$ cat config.mk
export PLATFORM = sky130hd
export DESIGN_NAME = fde_skid_buffer
export DESIGN_NICKNAME = d
export VERILOG_FILES = /design/src/rtl/fde_skid_buffer.sv
export SDC_FILE = /design/constraint.sdc
export NUM_CORES = 1
export LEC_CHECK = 0
export ABC_AREA = 1
export CORE_AREA = 2 2 79 96
export CTS_BUF_LIST = sky130_fd_sc_hd__clkbuf_4 sky130_fd_sc_hd__clkbuf_8
export DETAILED_ROUTE_END_ITERATION = 8
export DIE_AREA = 0 0 81 98
export PLACE_DENSITY = 0.86
export SETUP_SLACK_MARGIN = 0.3
export SKIP_CTS_REPAIR_TIMING = 1
export SLEW_MARGIN = 25
export SYNTH_ARGS = -nofsm -noshare
export SYNTH_HDL_FRONTEND = slang
export SYNTH_SLANG_ARGS = --single-unit
$ cat constraint.sdc
create_clock -name clk -period 1.3 [get_ports clk]
set_input_delay 0.39 -clock clk [delete_from_list [all_inputs] [get_ports clk]]
set_output_delay 0.39 -clock clk [all_outputs]
set_load 0.1 [all_outputs]
$ cat src/rtl/fde_skid_buffer.sv
// Two-entry elastic buffer between fetch/decode and execute.
// Upstream ready is a flop, so out_ready never reaches in_ready combinationally.
module fde_skid_buffer #(
    parameter int WIDTH = 32
) (
    input  logic             clk,
    input  logic             rst_n,
    input  logic             flush,
    input  logic             in_valid,
    output logic             in_ready,
    input  logic [WIDTH-1:0] in_data,
    output logic             out_valid,
    input  logic             out_ready,
    output logic [WIDTH-1:0] out_data,
    output logic [1:0]       occupancy,
    output logic             overflow
);

    typedef enum logic [1:0] {
        S_EMPTY = 2'd0,
        S_ONE   = 2'd1,
        S_TWO   = 2'd2
    } state_t;

    state_t           r_state;
    state_t           w_state_nxt;
    logic [WIDTH-1:0] r_main;
    logic [WIDTH-1:0] r_skid;
    logic [WIDTH-1:0] w_main_nxt;
    logic [WIDTH-1:0] w_skid_nxt;
    logic             r_in_ready;
    logic             r_overflow;
    logic             w_out_valid;
    logic             w_accept;
    logic             w_consume;
    logic             w_overflow_evt;

    assign w_out_valid    = (r_state != S_EMPTY);
    assign w_accept       = in_valid & r_in_ready;
    assign w_consume      = w_out_valid & out_ready;
    assign w_overflow_evt = in_valid & ~r_in_ready & ~flush;

    // Skid only ever fills when main is occupied and not draining, so main stays the oldest word.
    always_comb begin
        w_state_nxt = r_state;
        w_main_nxt  = r_main;
        w_skid_nxt  = r_skid;
        if (flush) begin
            w_state_nxt = S_EMPTY;
        end else begin
            unique case (r_state)
                S_EMPTY: begin
                    if (w_accept) begin
                        w_main_nxt  = in_data;
                        w_state_nxt = S_ONE;
                    end
                end
                S_ONE: begin
                    if (w_accept && w_consume) begin
                        w_main_nxt  = in_data;
                    end else if (w_accept) begin
                        w_skid_nxt  = in_data;
                        w_state_nxt = S_TWO;
                    end else if (w_consume) begin
                        w_state_nxt = S_EMPTY;
                    end
                end
                S_TWO: begin
                    if (w_consume) begin
                        w_main_nxt  = r_skid;
                        w_state_nxt = S_ONE;
                    end
                end
                default: begin
                    w_state_nxt = S_EMPTY;
                end
            endcase
        end
    end

    always_ff @(posedge clk or negedge rst_n) begin
        if (!rst_n) begin
            r_state    <= S_EMPTY;
            r_in_ready <= 1'b1;
            r_overflow <= 1'b0;
            r_main     <= '0;
            r_skid     <= '0;
        end else begin
            r_state    <= w_state_nxt;
            r_in_ready <= (w_state_nxt != S_TWO);
            r_main     <= w_main_nxt;
            r_skid     <= w_skid_nxt;
            if (w_overflow_evt) begin
                r_overflow <= 1'b1;
            end
        end
    end

    assign in_ready  = r_in_ready;
    assign out_valid = w_out_valid;
    assign out_data  = r_main;
    assign occupancy = r_state;
    assign overflow  = r_overflow;

endmodule

# After elaboration in Yosys (flattened, before gate mapping)
# Index checks and enable logic that the tools add are counted.
dict set report totals {
  register_bits 68
  out_inout_bits 37
  input_bits 37
  word_cells 35
}
dict set report classes {
  mux 11
  n_eq_ne 6
  n_reduce_logical 6
  n_bitwise 7
}
# operator count
set ops {}
lappend ops {{two-way mux 32 bit} 3}
lappend ops {{one-hot mux 32 bit (3 select lines)} 1}
lappend ops {{two-way mux 2 bit} 6}
lappend ops {{!= test 2 bit (second input constant)} 4}
lappend ops {{one-hot mux 2 bit (3 select lines)} 1}
lappend ops {{AND reduction 5 bit} 1}
lappend ops {{AND 1 bit} 4}
lappend ops {{AND reduction 4 bit} 1}
lappend ops {{inverter 1 bit} 3}
lappend ops {{nonzero test 3 bit} 1}
lappend ops {{equality test 2 x 1 -> 1 bit (second input constant)} 1}
lappend ops {{equality test 2 bit (second input constant)} 1}
lappend ops {{zero test 2 bit} 1}
lappend ops {{nonzero test 2 bit} 1}
lappend ops {{logical AND 1 bit} 1}

# Longest topological paths before layout
dict set report logic_depth {
  word_depth 8
  ltp_mapped 7
  depth_no_buf 6
}

# Least setup slack after synthesis
# Ideal clock, no wire load.
dict set report synth_timing {
  kind {reg-to-reg}
  startpoint {reg r_state[0] (netlist: occupancy[0])}
  endpoint {reg r_main[0] (netlist: out_data[0])}
  arrival_time_ns 2.484
  required_ns 1.232
  period_less_slack_ns 2.551
  setup_ns 0.068
  path_stages_with_launch 8
  n_path_buf 1
  path_slack_ns -1.251
  cell_sequence {dfrtp_1 > inv_2 > nand2_1 > nand2_1 > nand3_1 > buf_4 > nand2_1 > nand2_1}
}
dict set report synth_via {
  elab_chain_len 5
  word_cells_on_any_way 12
  cone_classes {5 x eq/ne; 1 x mux; 1 x bitwise; 5 x reduce/logical}
}
# item line
set synth_lines {}
lappend synth_lines {{from (decl)} 25} ;# state_t r_state;
lappend synth_lines {{from (signal assigned)} 89} ;# r_state <= w_state_nxt;
lappend synth_lines {{nonzero test 2 bit *} 38} ;# assign w_out_valid = (r_state != S_EMPTY);
lappend synth_lines {{net out_valid} 12} ;# output logic out_valid,
lappend synth_lines {{AND 1 bit *} 40} ;# assign w_consume = w_out_valid & out_ready;
lappend synth_lines {{logical AND 1 bit} 59} ;# if (w_accept && w_consume) begin
lappend synth_lines {{!= test 2 bit (no line)} --}
lappend synth_lines {{AND reduction 5 bit (no line) *} --}
lappend synth_lines {{to (signal assigned)} 91} ;# r_main <= w_main_nxt;
lappend synth_lines {{to (decl)} 27} ;# logic [WIDTH-1:0] r_main;
# Mark *: on every way through the listed nets, which the timed path passes. The rest lies on a longest branch.
# A chain may end at the register's enable or synchronous reset.

# Worst setup path after layout
dict set report layout_timing {
  startpoint {reg r_state[0] (netlist: occupancy[0])}
  endpoint {reg r_main[25] (netlist: out_data[25])}
}
dict set report layout_via {
  elab_chain_len 5
  word_cells_on_any_way 12
  cone_classes {5 x eq/ne; 1 x mux; 1 x bitwise; 5 x reduce/logical}
}
# item line
set layout_lines {}
lappend layout_lines {{nonzero test 2 bit} 38}
lappend layout_lines {{AND 1 bit} 40}
lappend layout_lines {{logical AND 1 bit} 59}
lappend layout_lines {{!= test 2 bit (no line)} --}
lappend layout_lines {{AND reduction 5 bit (no line)} --}
# Several ways; a longest one is shown, not always the timed one.

==> results by group <==
STA
  • Sum of negative setup slack: -19.02 ns
  • Final hold slack: 0.0445 ns
  • Final setup violation count: 102
  • Setup repair after global routing missed its margin: yes
  • Max Transition Viols Final: 0
  • Final critical-path setup slack: -0.339 ns
  • Portion of the clock cycle consumed by the worst path in the final layout: 126%
  • Maximum clock rate: 0.610 GHz
  • Final number of hold-violating endpoints: 0
  • Worst Tran Pin Value: 0.372 ns
  • Minimum clock period: 1.64 ns
  • Maximum clock skew at final layout: 0.00885 ns
  • Max-Slew Margin vs Limit: 75.2%

Worst setup path
  • Critical Path End: out_data[25]
  • R2R setup slack: -0.34 ns
  • Setup crit start kind: flop
  • Number of cell instances on the worst register-to-register path: 7
  • Critical path start-end classification: flop to flop
  • Largest stage delay on the critical path: 0.52 ns
  • Peak fanout along the critical path: 16
  • Worst setup path start: occupancy[0]
  • Critical register-to-register path startpoint: occupancy[0]
  • Standard cell with the maximum stage delay on the critical path: sky130_fd_sc_hd__dfrtp_4
  • Reg-to-reg endpoint: out_data[25]
  • Arrival time worst endpoint: 1.91 ns
  • Crit path capture type: flop
  • Cells traversed along the worst timing path: buf_4, nor2_1, nor2_2, nor2_4, clkbuf_16, nand3_1, nand2_1
  • Data required time of the critical path: 1.57 ns

Routing
  • Number of nets still failing antenna checks after routing: 0
  • Average via count per standard cell: 5.88
  • Number of remaining DRC errors: 0
  • Sum of routed wire length over all layers: 11600 microns
  • Overall via count from detail_route: 3542
  • Post-detailed-route wirelength per cell: 19.3 microns
  • DRT Pass-1 Iters: 5
  • Iter 0 DRT Violations: 401

Synthesis
  • Count of yosys warnings during synthesis: 0
  • Share of Yosys cell area claimed by the top area cell type: 52.8%
  • Count of distinct cell types in the synthesized netlist: 16
  • Synth Area per Inst: 7.74 sq um
  • Post-synth design cell area: 3170 sq um
  • Sequential share of the synthesized area: 53.6%
  • Post-Synthesis Net Count: 447
  • Synthesis-stage register bit count: 68
  • Top cell type by total area after synthesis: sky130_fd_sc_hd__dfrtp_1
  • Gate count after technology mapping: 410
  • Main area contributors after synthesis: sky130_fd_sc_hd__dfrtp_1 (53%), sky130_fd_sc_hd__nand2_1 (24%), sky130_fd_sc_hd__nand3_1 (15%)

Finish
  • Proportion of layout cells with a drive suffix above 1: 38.7%
  • Count of non-filler cells in the finished layout: 602
  • P&R area growth vs syn: 72.9%
  • Number of fillers in the final layout: 424
  • Inserted Diodes: 0
  • Final layout net count: 544
  • Area of all placed cells without fillers: 5490 sq um

Hold path
  • Worst min-delay path class: input port to async pin

CTS
  • Clock buffers created by TritonCTS: 9
  • CTS HTree Levels: 3
  • Clock latency at the later pin of the worst-skew pair: 0.35 ns
  • Clock Pin Slew Worst Setup and Hold Paths: 0.08 ns
  • Total number of clock tree sinks: 68
  • Cell at the root of the clock tree: sky130_fd_sc_hd__clkbuf_8
  • Clock Tree Buf Depth: 2
  • TritonCTS clock tree: yes

Die
  • Height of the chip: 98 microns
  • Starting density of the core: 45.0%
  • Area of the core: 7060 sq um
  • Num rows: 34
  • Width of the die: 81 microns
  • Floorplan die area: 7940 sq um
  • Total I/O pin count: 74

Outcome
  • Outcome: finished with violations
  • Failing checks: setup timing

Power and ir drop
  • Worst IR drop on VDD: 1.14 mV
  • Static Leakage: 2.63 nW
  • Pwr dens: 1780 nW/um^2

Placed design
  • Estimated wirelength of the detail-placed design: 5920 microns
  • Placed cell areas: 4680 sq um
  • Placed cell count: 567
  • Final GP Congestion: 0.814
  • Number of buffers added on ports: 73

Global routing
  • Largest net degree at the start of global routing: 69
  • Global route total overflow: 0
  • Wire length of the first global-routing pass: 15000 microns
  • Number of global-route vias before repair: 3243
  • GRT Total Usage: 24.0%
  • Number of antenna violations at the first check in global routing: 0

Flow run
  • Max-cap violations: 0
cell usage after synthesis:
master,number
sky130_fd_sc_hd__nand2_1,202
sky130_fd_sc_hd__nand3_1,97
sky130_fd_sc_hd__dfrtp_1,67
sky130_fd_sc_hd__buf_2,16
sky130_fd_sc_hd__buf_4,6
sky130_fd_sc_hd__inv_1,4
sky130_fd_sc_hd__nor2_1,4
sky130_fd_sc_hd__buf_1,3
sky130_fd_sc_hd__clkbuf_1,3
sky130_fd_sc_hd__nor2_2,2
sky130_fd_sc_hd__a21oi_1,1
sky130_fd_sc_hd__dfstp_2,1
sky130_fd_sc_hd__inv_2,1
sky130_fd_sc_hd__nor3_4,1
sky130_fd_sc_hd__o21ai_0,1
sky130_fd_sc_hd__o21bai_1,1
metrics by stage:
stage / total power [mW] / setup WS [ns] / util, %
after floorplan: 5.54 / -0.194 / -
after global placement: 7.02 / -0.343 / 66.3
after detailed placement: 7.12 / -0.399 / 66.3
after CTS: 9.09 / -0.362 / 69.5
after global routing: 10.1 / -0.426 / 77.7
final: 9.79 / -0.339 / 77.7
area by class of cell:
cell class / instances / area, sq um / share of cell area [%]
inverters: 5 / 31.3 / 0.570
well taps: 90 / 113 / 2.05
clock inverters: 6 / 86.3 / 1.57
flip-flops and latches: 68 / 1840 / 33.5
multi-input cells: 309 / 1650 / 30.0
repair buffers: 114 / 1640 / 29.8
clock buffers: 10 / 138 / 2.51
cells in the final DEF (no fill, tap or decap):
| cell type | count |
|---|---|
| sky130_fd_sc_hd__dfstp_4 | 1 |
| sky130_fd_sc_hd__inv_6 | 2 |
| sky130_fd_sc_hd__nand2_8 | 1 |
| sky130_fd_sc_hd__dfrtp_1 | 32 |
| sky130_fd_sc_hd__o21ai_0 | 1 |
| sky130_fd_sc_hd__nor2_1 | 2 |
| sky130_fd_sc_hd__nand3_2 | 1 |
| sky130_fd_sc_hd__inv_1 | 3 |
| sky130_fd_sc_hd__nand2_4 | 28 |
| sky130_fd_sc_hd__clkinv_2 | 2 |
| sky130_fd_sc_hd__nand3_1 | 94 |
| sky130_fd_sc_hd__nand2_2 | 27 |
| sky130_fd_sc_hd__clkbuf_8 | 10 |
| sky130_fd_sc_hd__buf_2 | 1 |
| sky130_fd_sc_hd__nor2_2 | 2 |
| sky130_fd_sc_hd__o21bai_1 | 1 |
| sky130_fd_sc_hd__clkinvlp_4 | 1 |
| sky130_fd_sc_hd__buf_4 | 23 |
| sky130_fd_sc_hd__nand3_4 | 2 |
| sky130_fd_sc_hd__bufinv_16 | 2 |
| sky130_fd_sc_hd__nor3_4 | 1 |
| sky130_fd_sc_hd__clkbuf_16 | 6 |
| sky130_fd_sc_hd__nor2_4 | 2 |
| sky130_fd_sc_hd__a21oi_2 | 1 |
| sky130_fd_sc_hd__buf_12 | 46 |
| sky130_fd_sc_hd__clkdlybuf4s50_1 | 34 |
| sky130_fd_sc_hd__dlymetal6s2s_1 | 1 |
| sky130_fd_sc_hd__dfrtp_4 | 35 |
| sky130_fd_sc_hd__inv_8 | 1 |
| sky130_fd_sc_hd__nand2_1 | 146 |
| sky130_fd_sc_hd__buf_6 | 3 |
worst min path at each step:
stage          startpoint           end  slack [ns]  cells past startpoint
6_report            rst_n  out_data[16]        0.04                      2
3_5_place_dp        rst_n  out_data[16]        0.44                      2
5_1_grt             rst_n  out_data[19]        0.07                      2
3_3_place_gp        rst_n  out_data[19]        0.43                      2
4_1_cts             rst_n  out_data[16]        0.07                      2
2_1_floorplan       rst_n     r_skid[0]        0.09                      0
registers in the layout, summed over array words and instances (netlist names):
signal,count
out_data,32
r_skid,32
in_ready,1
overflow,1
occupancy,2
cells by family (layout without fill, tap and decap cells):
kind of cell / after synthesis / after routing / share of synthesized area, %
buffers and inverters: 33 / 135 / 5.24
AOI/OAI and AO/OA: 3 / 3 / 0.552
DFF: 68 / 68 / 53.6
and+or+nand+nor: 306 / 306 / 40.6
critical path: cells and delay by family, from the launching register on:
| kind | cells | cell delay (ns) |
|---|---|---|
| buffers and inverters | 2 | 0.40 |
| and+or+nand+nor | 5 | 0.65 |
| DFF | 1 | 0.52 |
metal layers:
metal  vias to the layer above  GRT usage [%]  wire, microns
met3                        66           4.81            966
li1                       1508              -              -
met5                         -              0              0
met2                       258           40.1           6040
met4                         0           9.13            495
met1                      1710           30.3           4090
report_power, final:
group | total [mW] | internal [mW] | switching, mW
Sequential | 3.42 | 2.80 | 0.625
Combinational | 4.36 | 1.67 | 2.69
Clock | 2.01 | 1.13 | 0.877
Note: power is estimated with default switching activity, not from simulation.
==> variant 1: new RTL, same flow settings <==
`WIDTH`: 32 -> 28.
--- a/src/rtl/fde_skid_buffer.sv
+++ b/src/rtl/fde_skid_buffer.sv
@@ -1,7 +1,7 @@
 // Two-entry elastic buffer between fetch/decode and execute.
 // Upstream ready is a flop, so out_ready never reaches in_ready combinationally.
 module fde_skid_buffer #(
-    parameter int WIDTH = 32
+    parameter int WIDTH = 28
 ) (
     input  logic             clk,
     input  logic             rst_n,
Ports: changed (resized in_data and out_data); port bits go from 74 to 66. The function was not compared with the original's and may differ.
==> variant 1 against the unedited design <==
  * The run ends with negative hold slack, negative setup slack left
  * Sequential cell count down 8
  * Hold slack worse by 100 ps
  * Worst setup slack worse by 35 ps
  * Synthesized area down 9.2%
  * Count of clock-buffer cells in the layout up 2
  * Design area down 4.2%
  * Wire length down 3.0%
  * Maximum frequency down 2.1%
  * Total power down 9.6%
  * Critical endpoint is now r_skid[8]
==> variant 1: results (changes against the unedited design) <==
| Metric | Value |
|---|---|
| Setup TNS | -16880 ps (was -19020 ps) |
| Top post-synthesis cells by area | dfrtp_1, nand2_1, nand3_1 (unchanged) |
| Ant. Diodes | 0 (unchanged) |
| Largest net degree at the start of global routing | 49 (was 69) |
| WHS | -60.2 ps (was 44.5 ps) |
| Clock latency on the worst-skew pair | 360 ps |
| Worst hold path type | in2async (unchanged) |
| Cell variety after synth | 19 (was 16) |
| Static Leakage | 2.53 nW (was 2.63 nW) |
| Post-synthesis async set-or-reset flop share | 100% (unchanged) |
| Synth Flop Type | dfrtp_1 (unchanged) |
| Port buffer count | 65 (was 73) |
| CTS H-tree lvls | 3 (unchanged) |
| Num CTS Buffers | 9 (unchanged) |
| Placed Cells | 513 (was 567) |
| Relative slew slack | 76.8% (was 75.2%) |
| Vias in the first global route | 2515 (was 3243) |
| WL/cell | 20.1 um (was 19.3 um) |
| Clock tree buffer depth | 2 (unchanged) |
| Root Driver | clkbuf_8 (unchanged) |
| Worst r2r dst | r_skid[8] (was out_data[25]) |
| Post-synthesis cell count | 361 (was 410) |
| Vias/cell | 5.62 (was 5.88) |
| Share of post-route cells with drive strength above 1 | 45.3% (was 38.7%) |
| Setup WS post-layout | -374 ps (was -339 ps) |
| Reg2Reg Depth | 6 (was 7) |
| RePlAce Congestion | 0.816 (was 0.814) |
| FILL cells | 413 (was 424) |
| Max VDD drop | 1120 uV (was 1140 uV) |
| Warnings from Yosys | 0 (unchanged) |
| Final hold violations | 11 (was 0) |
| CP max FO | 5 (was 16) |
| Synth cell count leaders | nand2_1, dfrtp_1, nand3_1 (was nand2_1, nand3_1, dfrtp_1) |
| Initial antenna violation count | 0 (unchanged) |
| Worst flop-to-flop path startpoint | in_ready (was occupancy[0]) |
| Failing checks | negative hold slack, negative setup slack (was negative setup slack) |
| DR iter-0 viols | 489 (was 401) |
| Via count | 3148 (was 3542) |
| Outcome | finished, violations left (unchanged) |
| Critical path capture point type | register (unchanged) |
| First-pass GRT wire length | 12.0 mm (was 15.0 mm) |
| Register area share after synthesis | 52.1% (was 53.6%) |
| GRT Resource Usage Total | 19.5% (was 24.0%) |
| Internal | 5.12 mW (was 5.60 mW) |
| Clock Skew | 14.5 ps (was 8.85 ps) |
| Drt first pass iters | 5 (unchanged) |
| Post-DP HPWL | 5.01 mm (was 5.92 mm) |
| Clk slew on worst S/H paths | 80 ps (about the same) |
| Synthesized net count | 394 (was 447) |
| Clk pwr share | 22.2% (was 20.5%) |
| Nets | 498 (was 544) |
| Critical path launch point type | register (unchanged) |
| Final setup viols | 91 (was 102) |
[variant 1: metal layers]
layer / global-route usage, % / vias up / part of all wire, %
met5: 0 / - / 0
met3: 2.50 / 52 / 7.4
met1: 25.1 / 1540 / 38
met4: 9.52 / 0 / 4.4
li1: - / 1344 / -
met2: 32.0 / 212 / 50
[variant 1: cell type report]
cell class,instances,area [um^2],share of cell area [%]
clock buffer,12,153,2.90
multi-input combinational,246,1440,27.4
tap,90,113,2.14
inverter,33,136,2.59
sequential,60,1620,30.9
clock inverter,4,72.6,1.38
timing repair buffer,115,1720,32.7
[variant 1: cell families after synthesis]
group	Yosys count	share of synthesized area (%)
compound gates	31	6.90
simple gates	214	30.7
buf+inv	56	10.2
flops	60	52.1
[variant 1: through the flow]
| step | setup WS (ps) | instance area (um^2) |
|---|---|---|
| finish | -374 | 5260 |
| global route | -461 | 5260 |
| CTS | -345 | 4410 |
| detailed placement | -461 | 4190 |
| global placement | -387 | 4190 |
| floorplan | -332 | 3050 |
[variant 1: worst max-delay path, stage by stage, from the launching register on]
cell and delay, ps:
dfstp_4 620, nand2_2 90, nor2_4 170, nand3_4 220, clkbuf_16 230, nand2_1 80, o21ai_1 120
[variant 1: power by group through the flow]
| stage | clock network, mW | registers [mW] | logic, mW |
|---|---|---|---|
| 6_report | 1.96 | 2.93 | 3.96 |
| 5_1_grt | 2.05 | 2.96 | 4.12 |
| 2_1_floorplan | 0 | 4.22 | 0.704 |
| 4_1_cts | 1.92 | 2.87 | 3.44 |
| 3_3_place_gp | 0 | 2.87 | 3.36 |
| 3_5_place_dp | 0 | 2.89 | 3.43 |
==> variant 2: new RTL, same settings <==
Made on the original files. Make the reset (`rst_n`) synchronous in one clocked block.
--- a/src/rtl/fde_skid_buffer.sv
+++ b/src/rtl/fde_skid_buffer.sv
@@ -78,7 +78,7 @@
         end
     end
 
-    always_ff @(posedge clk or negedge rst_n) begin
+    always_ff @(posedge clk) begin
         if (!rst_n) begin
             r_state    <= S_EMPTY;
             r_in_ready <= 1'b1;
Function: differs if rst_n is asserted again (counterexample within 4 cycles, from zero or initial values and one cycle with rst_n low); with rst_n held inactive, the same outputs for 4 cycles.
==> variant 2 against the unedited design <==
  * The run still ends with negative setup slack left
  * Design area is 3.5% lower
  * Cell count grew 12%
  * Worst setup slack improved by 150 ps
  * First-iteration DRC count shrank 13%
  * Sequential cell count stayed put
  * Maximum frequency increased by 10%
  * Synthesized cell count rose by 16%
  * Wire length increased by 0.88%
  * Clock skew decreased by 1.0 ps
  * Critical path type unchanged
  * Core utilization is 2.7 points lower
  * Synthesized area decreased by 3.3%
Power is not compared: it rests on default switching activity, and its combinational part moved more than twofold at a synthesized area within 25%.
==> variant 2: results (changes against the unedited design) <==
| Metric | Value |
|---|---|
| Synth cell count leaders | nand2_1, dfxtp_1, nor2_1 (was nand2_1, nand3_1, dfrtp_1) |
| Worst hold path type | in2reg (was in2async) |
| First-pass GRT wire length | 13.4 mm (was 15.0 mm) |
| Cell variety after synth | 17 (was 16) |
| Share of post-route cells with drive strength above 1 | 32.0% (was 38.7%) |
| Critical path arrival | 1770 ps (was 1910 ps) |
| Outcome | finished, violations left (unchanged) |
| Met1 Wirelength | 4.14 mm (was 4.09 mm) |
| Largest net degree at the start of global routing | 47 (was 69) |
| Post-synthesis async set-or-reset flop share | 0% (was 100%) |
| M1 GR Usage | 25.4% (was 30.3%) |
| Placement Setup Slack | -406 ps (was -399 ps) |
| Met3 usage in global routing | 4.44% (was 4.81%) |
| Register area share after synthesis | 44.4% (was 53.6%) |
| Comb_multi_in | 345 (was 309) |
| CLK BUF | 12 (was 10) |
| Setup TNS | -3960 ps (was -19020 ps) |
| Failing checks | negative setup slack (unchanged) |
| Top post-synthesis cells by area | dfxtp_1, nand2_1, nor2_1 (was dfrtp_1, nand2_1, nand3_1) |
| Post-DP HPWL | 5.14 mm (was 5.92 mm) |
| Drt first pass iters | 6 (was 5) |
| Synthesized net count | 514 (was 447) |
| Relative slew slack | 78.7% (was 75.2%) |
| Vias/cell | 5.37 (was 5.88) |
| Vias in the first global route | 3006 (was 3243) |
| WL met3 | 1.03 mm (was 966 um) |
| Final clock-cell share | 3.45% (was 4.08%) |
| GRT Resource Usage Total | 21.1% (was 24.0%) |
| FILL cells | 465 (was 424) |
| Met2 Wirelength | 5.79 mm (was 6.04 mm) |
| Placed Cells | 626 (was 567) |
| Area grow syn2layout | 72.6% (was 72.9%) |
| Final setup viols | 38 (was 102) |
| WL/cell | 17.4 um (was 19.3 um) |
| Nonclk inv count | 39 (was 5) |
| Register area | 1500 um^2 (was 1840 um^2) |
| Met2 GRT Util | 34.3% (was 40.1%) |
| Data buffer area share | 32.0% (was 29.8%) |
| Area after DPL | 4460 um^2 (was 4680 um^2) |
| Setup WS post-layout | -189 ps (was -339 ps) |
-- variant 2: power by group through the flow --
stage	logic, mW	clock network (mW)	registers [mW]
after floorplan	0.324	0	2.77
after global placement	1.36	0	2.28
after detailed placement	1.37	0	2.28
after CTS	1.38	1.63	2.23
after global routing	1.66	1.74	2.24
final	1.59	1.64	2.23
-- variant 2: cell families after synthesis --
family	Yosys count	synth area share, %
flops	68	44.4
simple gates	308	39.8
buf+inv	67	10.1
compound gates	34	5.71
-- variant 2: worst max-delay path: stages (launching register included) --
cell	delay, ps
dfxtp_4	370
inv_4	80
nand2_8	60
buf_6	110
nand2_4	70
nand3_4	120
buf_4	190
clkbuf_16	160
nand2_1	50
nand2_1	70
nor2_1	120
-- variant 2: final timing paths --
kind                     start            to  slack (ps)
setup reg to reg  occupancy[0]  out_data[29]        -190
hold reg to reg     r_skid[15]    r_skid[15]         470
hold / removal        in_valid      overflow         460
setup / recovery  occupancy[0]  out_data[29]        -190
